<file path="config.mk">
export PLATFORM = sky130hd
export DESIGN_NAME = pent1m_port_writer
export DESIGN_NICKNAME = d
export VERILOG_FILES = /design/src/rtl/pent1m_pkg.sv /design/src/rtl/io_wr_detect.sv /design/src/rtl/pent1m_port_writer.sv
export SDC_FILE = /design/constraint.sdc
export NUM_CORES = 1
export LEC_CHECK = 0
export BUFFER_PORTS_ARGS = -buffer_cell sky130_fd_sc_hd__buf_2
export CORE_UTILIZATION = 40
export DETAILED_ROUTE_END_ITERATION = 6
export GPL_TIMING_DRIVEN = 0
export PLACE_DENSITY_LB_ADDON = 0.2
export SLEW_MARGIN = 10
export SYNTH_ARGS = -nofsm -noshare
export SYNTH_HDL_FRONTEND = slang
export SYNTH_HIERARCHICAL = 1
export SYNTH_SLANG_ARGS = --single-unit
export TNS_END_PERCENT = 50
</file>
<file path="constraint.sdc">
create_clock -name fclk -period 2.8 [get_ports fclk]
set_clock_uncertainty 0.1 [all_clocks]
set_input_delay 0.7 -clock fclk [delete_from_list [all_inputs] [get_ports fclk]]
set_output_delay 0.7 -clock fclk [all_outputs]
set_load 0.005 [all_outputs]
</file>
<file path="src/rtl/pent1m_pkg.sv">
// Shared definitions for the Pentagon-1024 I/O write front end.
//   - port decode constants (xxF7 low byte, full EFF7 address)
//   - I/O-cycle FSM state encoding (2 bit)
//   - EFF7 data bit positions
//   - decode helper returning which port an address selects
package pent1m_pkg;

  localparam logic [7:0]  PORT_F7_LO = 8'hF7;
  localparam logic [15:0] PORT_EFF7  = 16'hEFF7;

  localparam logic [1:0] ST_IDLE     = 2'd0;
  localparam logic [1:0] ST_BUSY     = 2'd1;
  localparam logic [1:0] ST_WAIT_END = 2'd2;

  localparam int EFF7_RAM0_BIT  = 3;
  localparam int EFF7_1MOFF_BIT = 2;

  typedef enum logic [1:0] {
    SEL_NONE = 2'd0,
    SEL_7FFD = 2'd1,
    SEL_F7   = 2'd2,
    SEL_EFF7 = 2'd3
  } port_sel_e;

  // Priority: full EFF7 match, then xxF7 (if enabled), then 7FFD partial decode.
  function automatic port_sel_e decode_port(input logic [15:0] a, input logic f7_en);
    if (a == PORT_EFF7) begin
      return SEL_EFF7;
    end
    if ((a[7:0] == PORT_F7_LO) && f7_en) begin
      return SEL_F7;
    end
    if (!a[15] && !a[1]) begin
      return SEL_7FFD;
    end
    return SEL_NONE;
  endfunction

endpackage

</file>
<file path="src/rtl/io_wr_detect.sv">
// Z80 I/O write cycle detector.
// Tracks I/O cycles on the zpos strobe and emits one fclk-wide io_wr_stb
// on the first zpos of a write cycle (IORQ+WR low, M1 high).
//   fclk, rst_n      clock / async active-low reset
//   zpos             Z80 clock rising-edge strobe (fclk wide)
//   iorq_n, wr_n     Z80 bus controls, active-low
//   m1_n             Z80 M1; low with IORQ marks interrupt acknowledge
//   io_wr_stb        single-fclk write strobe (combinational)
//
// state    | meaning
// ---------+--------------------------------------------------------------
// IDLE     | no I/O cycle; watching for IORQ low on a zpos
// BUSY     | I/O cycle seen (strobe already given or suppressed); wait IORQ high
// WAIT_END | reset state; a cycle already running at reset gives no strobe
module io_wr_detect
  import pent1m_pkg::*;
(
  input  logic fclk,
  input  logic rst_n,
  input  logic zpos,
  input  logic iorq_n,
  input  logic wr_n,
  input  logic m1_n,
  output logic io_wr_stb
);

  logic [1:0] state_q;
  logic [1:0] state_d;

  always_comb begin
    state_d   = state_q;
    io_wr_stb = 1'b0;
    case (state_q)
      ST_IDLE: begin
        // Any IORQ cycle (write, read or intack) moves to BUSY, so a late
        // WR within the same cycle cannot fire a second strobe.
        if (zpos && !iorq_n) begin
          state_d   = ST_BUSY;
          io_wr_stb = !wr_n && m1_n;
        end
      end
      ST_BUSY, ST_WAIT_END: begin
        if (zpos && iorq_n) begin
          state_d = ST_IDLE;
        end
      end
      default: state_d = ST_WAIT_END;
    endcase
  end

  always_ff @(posedge fclk or negedge rst_n) begin
    if (!rst_n) begin
      state_q <= ST_WAIT_END;
    end else begin
      state_q <= state_d;
    end
  end

endmodule

</file>
<file path="src/rtl/pent1m_port_writer.sv">
// Z80 I/O-write front end for the memory pagers.
// Decodes writes to xxF7 (ATM pager), 7FFD and EFF7, issues one fclk-wide
// strobe per accepted write and holds the Pentagon-1024 paging state.
//   fclk, rst_n          clock / async active-low reset
//   zpos, zneg           Z80 clock edge strobes (only zpos is needed)
//   za, zd               Z80 address / data bus
//   iorq_n, wr_n, m1_n   Z80 bus controls
//   dos                  DOS/shadow state, gates xxF7 decode
//   atmF7_wr             xxF7 write strobe (pager latches za/zd itself)
//   p7ffd_wr             accepted 7FFD write strobe
//   peff7_wr             EFF7 write strobe
//   pent1m_page          RAM page for the C000 window
//   pent1m_ROM           ROM select (7FFD d4)
//   pent1m_screen        screen select (7FFD d3)
//   pent1m_lock          7FFD lock, honoured in 128k mode only
//   pent1m_ram0_0        RAM0 mapped at 0000 (EFF7 d3)
//   pent1m_1m_on         1M addressing enabled (EFF7 d2 inverted)
module pent1m_port_writer
  import pent1m_pkg::*;
#(
  parameter bit F7_NEEDS_DOS = 1'b1
) (
  input  logic        fclk,
  input  logic        rst_n,
  input  logic        zpos,
  input  logic        zneg,
  input  logic [15:0] za,
  input  logic [7:0]  zd,
  input  logic        iorq_n,
  input  logic        wr_n,
  input  logic        m1_n,
  input  logic        dos,
  output logic        atmF7_wr,
  output logic        p7ffd_wr,
  output logic        peff7_wr,
  output logic [5:0]  pent1m_page,
  output logic        pent1m_ROM,
  output logic        pent1m_screen,
  output logic        pent1m_lock,
  output logic        pent1m_ram0_0,
  output logic        pent1m_1m_on
);

  // Cycles are tracked on zpos alone; zneg is part of the bus bundle only.
  logic unused_zneg;
  assign unused_zneg = zneg;

  logic      io_wr_stb;
  port_sel_e port_sel;

  logic [5:0] page_q,   page_d;
  logic       rom_q,    rom_d;
  logic       screen_q, screen_d;
  logic       lock_q,   lock_d;
  logic       ram0_q,   ram0_d;
  logic       on1m_q,   on1m_d;

  io_wr_detect u_io_wr_detect (
    .fclk      (fclk),
    .rst_n     (rst_n),
    .zpos      (zpos),
    .iorq_n    (iorq_n),
    .wr_n      (wr_n),
    .m1_n      (m1_n),
    .io_wr_stb (io_wr_stb)
  );

  assign port_sel = decode_port(za, dos | ~F7_NEEDS_DOS);

  assign atmF7_wr = io_wr_stb && (port_sel == SEL_F7);
  assign peff7_wr = io_wr_stb && (port_sel == SEL_EFF7);
  // Lock only bites in 128k mode; it stays latched while 1M mode ignores it.
  assign p7ffd_wr = io_wr_stb && (port_sel == SEL_7FFD) && (on1m_q || !lock_q);

  always_comb begin
    page_d   = page_q;
    rom_d    = rom_q;
    screen_d = screen_q;
    lock_d   = lock_q;
    ram0_d   = ram0_q;
    on1m_d   = on1m_q;

    if (p7ffd_wr) begin
      rom_d    = zd[4];
      screen_d = zd[3];
      if (on1m_q) begin
        page_d = {zd[5], zd[7:6], zd[2:0]};
      end else begin
        page_d = {3'b000, zd[2:0]};
        lock_d = zd[5];
      end
    end

    if (peff7_wr) begin
      ram0_d = zd[EFF7_RAM0_BIT];
      on1m_d = ~zd[EFF7_1MOFF_BIT];
      // Leaving 1M mode drops the extended page bits immediately.
      if (zd[EFF7_1MOFF_BIT]) begin
        page_d = {3'b000, page_q[2:0]};
      end
    end
  end

  always_ff @(posedge fclk or negedge rst_n) begin
    if (!rst_n) begin
      page_q   <= 6'd0;
      rom_q    <= 1'b0;
      screen_q <= 1'b0;
      lock_q   <= 1'b0;
      ram0_q   <= 1'b0;
      on1m_q   <= 1'b1;
    end else begin
      page_q   <= page_d;
      rom_q    <= rom_d;
      screen_q <= screen_d;
      lock_q   <= lock_d;
      ram0_q   <= ram0_d;
      on1m_q   <= on1m_d;
    end
  end

  assign pent1m_page   = page_q;
  assign pent1m_ROM    = rom_q;
  assign pent1m_screen = screen_q;
  assign pent1m_lock   = lock_q;
  assign pent1m_ram0_0 = ram0_q;
  assign pent1m_1m_on  = on1m_q;

endmodule

</file>
# == Word-level counts from Yosys, hierarchy flattened ==
# Index checks and enable logic that the tools add are counted.
# op_classes
n_addsub,0
multipliers,0
n_div,0
n_lt_le_gt_ge,0
eq_ne,10
n_shift,0
mux,21
bitwise_logic,2
reduce_logical,19
# op_table
cell,count
$mux 6,4
$eq 16x16->1 const B,1
$mux 2,8
$logic_and 1x1->1,9
$eq 8x8->1 const B,1
$mux 1,8
$eq 2x2->1 const B,3
$logic_not 1->1,5
$eq 2x1->1 const B,2
$ne 2x1->1 const B,2
$pmux 2 s2,1
$reduce_and 2->1,2
$logic_not 2->1,1
$ne 2x2->1 const B,1
$not 1->1,2
$reduce_or 2->1,1
$logic_or 1x1->1,1
# word_totals
regBits,13
latchBits,0
ramBits,0
mem_bits_ro,0
in_bits,32
out_inout_bits,14
word_cells,60
memories,0

# == Depth between registers and ports, before layout ==
# logic_depth
ltp_word,15
ltp_mapped,8
ltp_nobuf,8

# == Modules after synthesis ==
# The synthesis kept the hierarchy.
# modules_own_cells
module,n_inst,cells_per_inst,area_per_inst_um2,seq_area_each_um2
pent1m_port_writer,1,45,511.7,276.5
io_wr_detect,1,20,175.2,51.3

# == Worst setup path after synthesis ==
# Ideal clock, no wire load.
# synth_timing
kind,input port to output port
startpoint,in zpos
endpoint,out atmF7_wr
t_arrival_ns,1.803
required_ns,2.000
setup_slack_ns,0.197
stages,5
n_path_buf,0
cell_sequence,nand2_1 > nor4b_1 > nand2_1 > nor4_4 > and3b_1
# synth_via
elab_chain_len,4
# synth_rtl
item,line,text
"start, declared",pent1m_port_writer.sv:25,"input logic zpos,"
$logic_and 1x1->1,io_wr_detect.sv:37,if (zpos && !iorq_n) begin
$mux 1,io_wr_detect.sv:37,
$mux 1,io_wr_detect.sv:33,case (state_q)
via io_wr_stb,pent1m_port_writer.sv:48,logic io_wr_stb;
$logic_and 1x1->1,pent1m_port_writer.sv:70,assign atmF7_wr = io_wr_stb && (port_sel == SEL_F7);
"end, declared",pent1m_port_writer.sv:33,"output logic atmF7_wr,"
# The timed path passes the listed nets, and every way through them passes these cells.

# == Worst setup path after layout ==
# layout_timing
startpoint,reg u_io_wr_detect.state_q[0]
endpoint,out peff7_wr
# layout_via
elab_chain_len,3
# layout_rtl
item,line,text
"start, declared",io_wr_detect.sv:27,logic [1:0] state_q;
"start signal, assigned",io_wr_detect.sv:55,state_q <= state_d;
$logic_not 2->1,io_wr_detect.sv:33,
$mux 1,io_wr_detect.sv:33,
via io_wr_stb,pent1m_port_writer.sv:48,
$logic_and 1x1->1,pent1m_port_writer.sv:71,assign peff7_wr = io_wr_stb && (port_sel == SEL_EFF7);
"end, declared",pent1m_port_writer.sv:35,"output logic peff7_wr,"
# The timed path passes the listed nets, and every way through them passes these cells.

==> summary.md <==
| Metric | Value |
|---|---|
| Core box area | `1559 um2` |
| Vias | `about 700` |
| Worst Slack Setup Final | `about 15 ps` |
| Inserted Clock Buffers | `3` |
| Seq/Total Area, Yosys | `between 40% and 50%` |
| # fillers | `142` |
| Layout Cells excl Fill | `134` |
| Hold Buf Count CTS | `0` |
| Final WL | `roughly 1600 um` |
| Ant. Diodes | `0` |
| Final Wtd Congestion | `0.6667` |
| Yosys warns | `6` |
| Io pins | `46` |
| #FFs+latches synth | `13` |
| Initial Util | `44.06%` |
| TNS Setup | `0 ps` |
| Primary FF master, synth | `dfrtp_1` |
| Worst setup EP type | `primary output` |
| Placed Cells incl. Taps | `125` |
| Worst path required time | `2000 ps` |
| Area growth, synth to finish | `49.36%` |
| Post-synth EDFFs | `0` |
| CP Cell Sequence | `inv_2 > ha_4 > nand2_4 > nor4b_4 > nand2_1 > nor4_4 > and2_4 > buf_2` |
| Drt initial violations | `18` |
| Synth async-reset ratio | `100.0%` |
| Cell Area, Synth | `686.9 um2` |
| Die X | `43.44 um` |
| Congestion Overflow GR | `0` |
| P per Cell Area | `approximately 690 nW/um2` |
| DRC errors left | `4` |
| WL per Instance | `~12 um` |
| Final Max Slew Viols | `0` |
| Clock transition at path regs | `80 ps` |
| Post-Syn Instances | `65` |
| CP Class | `reg2out` |
| Via density | `5.284` |
| Syn nets | `99` |
| CP Launch Type | `register` |
| Worst hold-check path type | `in2async` |
| Initial antenna violation count | `0` |
| Number of port buffers | `44` |
| Fmax | `between 0.3 and 0.4 GHz` |
| Actual slew at the worst max-slew pin | `351.2 ps` |
| Crit path DAT | `1980 ps` |
| Clock buffer depth | `2` |
| Max incr delay on CP | `390 ps` |
| CTS tree | `yes` |
| Die footprint | `roughly 1900 um2` |
| All-Layer GR Usage | `18.61%` |
| Min Tclk post-route | `around 2800 ps` |
| Final ANT Viol Nets | `0` |
| Pleak | `roughly 0.56 nW` |
| Final core occ | `65.81%` |
| Vias in the first global route | `641` |
| Multi-input logic area | `367.9 um2` |
| Pre-Repair DR Iteration Count | `6` |
| Die Span Y | `43.44 um` |
| Fin Hold WS | `203.1 ps` |
| CTS sink count | `13` |
| Post-place setup slack | `-314.7 ps` |
| Clock latency on the worst-skew pair | `270 ps` |
| Failing checks | `design-rule violations` |
| Nets@finish | `153` |
| Slowest CP cell | `dfrtp_1` |
| Slew HR | `76.29%` |
| Register cell area after layout | `327.8 um2` |
| Outcome | `complete, but fails checks` |
| Yosys cell types | `24` |
| Root Driver | `clkbuf_4` |
| RSZ-0062 raised after global routing | `true` |
| Peak supply drop | `0.4353 mV` |
| Rows | `14` |
| Final hold viol count | `0` |
| Max Cap Violations | `0` |
| Post-Syn Area per Cell | `10.57 um2` |
| Largest fanout on the critical path | `4` |
| DP HPWL | `between 1000 and 1500 um` |
| First-pass GRT wire length | `2635 um` |
| Tcrit/Tclk final | `99.46%` |
| # setup viols final | `0` |
| H-tree Lvls | `1` |
| Share of layout cells above drive strength 1 | `55.93%` |
| Largest net degree at the start of global routing | `14` |
-- worst max-delay path: cells and delay by family, from the launching register on --
kind	cells	cell delay (ps)
AND/OR/NAND/NOR	5	990
adder cells (fa/ha/maj)	1	150
flip-flops	1	390
buffers and inverters	2	190
-- path summary, 6_finish.rpt --
kind	startpoint	slack, ps	endpoint	cells past startpoint
max in group asynchronous	rst_n	2110	u_io_wr_detect/state_q[1]$_DFFE_PN1P_	1
setup reg to reg	u_io_wr_detect/state_q[0]$_DFFE_PN0P_	570	pent1m_ram0_0$_DFFE_PN0P_	9
min in group fclk	pent1m_page[1]$_DFFE_PN0P_	390	pent1m_page[1]$_DFFE_PN0P_	1
setup / recovery	u_io_wr_detect/state_q[0]$_DFFE_PN0P_	20	peff7_wr	8
hold reg to reg	pent1m_page[1]$_DFFE_PN0P_	390	pent1m_page[1]$_DFFE_PN0P_	1
hold / removal	rst_n	200	pent1m_page[4]$_DFF_PN0_	1
-- cell usage in the layout (no fill, tap or decap), types with 2 or more instances in the layout --
cell,Yosys,layout
nand4_1,3,3
nand2b_1,2,2
a21oi_1,5,5
o22ai_1,3,3
mux2_1,5,5
mux2_2,2,2
nor2_1,5,5
dfstp_2,2,2
clkbuf_4,0,3
inv_1,5,3
buf_4,1,6
nand2_1,8,7
inv_2,0,2
dfrtp_1,11,11
buf_2,0,44
-- flip-flops by register name, summed over array words and instances, names as in the netlist --
signal / cells
pent1m_1m_on: 1
pent1m_ROM: 1
pent1m_lock: 1
pent1m_page: 6
pent1m_ram0_0: 1
pent1m_screen: 1
u_io_wr_detect/state_q: 2
-- what timing repair did --
action	4_1_cts	5_1_grt
setup endpoints to repair	3	2
buffers inserted	5	0
gates resized for setup	7	1
pin swaps	5	1
-- layout make-up --
| class | instances | area share (%) |
|---|---|---|
| Multi-Input combinational cell | 46 | 35.85 |
| Timing Repair Buffer | 49 | 25.12 |
| Tap cell | 16 | 1.951 |
| Sequential cell | 13 | 31.95 |
| Buffer | 1 | 0.7317 |
| Clock buffer | 4 | 2.561 |
| Inverter | 5 | 1.829 |
-- report_power, final --
part | internal (W) | switching (W) | leakage (nW) | total (W)
Combinational | 0.000189 | 0.000150 | 0.381 | 0.000339
Sequential | 0.000235 | 0.0000250 | 0.169 | 0.000260
Clock | 0.0000550 | 0.0000584 | 0.0150 | 0.000113
-- logic make-up after synthesis --
| group | count (synthesis) | synth area share [%] |
|---|---|---|
| AOI/OAI and AO/OA | 12 | 11.84 |
| adders and majority gates | 2 | 3.642 |
| buffers and inverters | 6 | 3.826 |
| DFF | 13 | 47.72 |
| muxes | 7 | 11.47 |
| and+or+nand+nor | 25 | 21.49 |
-- through the flow --
stage / total power [W] / cell area, um2
floorplan: 0.0004281 / 686.9
global placement: 0.0004972 / 927.1
detailed placement: 0.0005116 / 927.1
CTS: 0.0007005 / 1021
global route: 0.0007669 / 1026
finish: 0.0007128 / 1026
-- cell usage after synthesis (2+ instances only) --
cell / instances / area [um2]
a21oi_1: 5 / 25.02
dfrtp_1: 11 / 275.3
dfstp_2: 2 / 52.55
ha_1: 2 / 25.02
inv_1: 5 / 18.77
mux2_1: 5 / 56.30
mux2_2: 2 / 22.52
nand2_1: 8 / 30.03
nand2b_1: 2 / 12.51
nand4_1: 3 / 18.77
nor2_1: 5 / 18.77
o22ai_1: 3 / 18.77
-- metal layers --
metal  GRT usage, %  vias to the layer above  wire, um
met5              0                        -         0
met4          5.625                        0        14
met3          3.750                        2        88
met2          33.33                       23       874
met1          22.46                      339       648
li1               -                      344         -
Power figures use the tool's default switching activity.
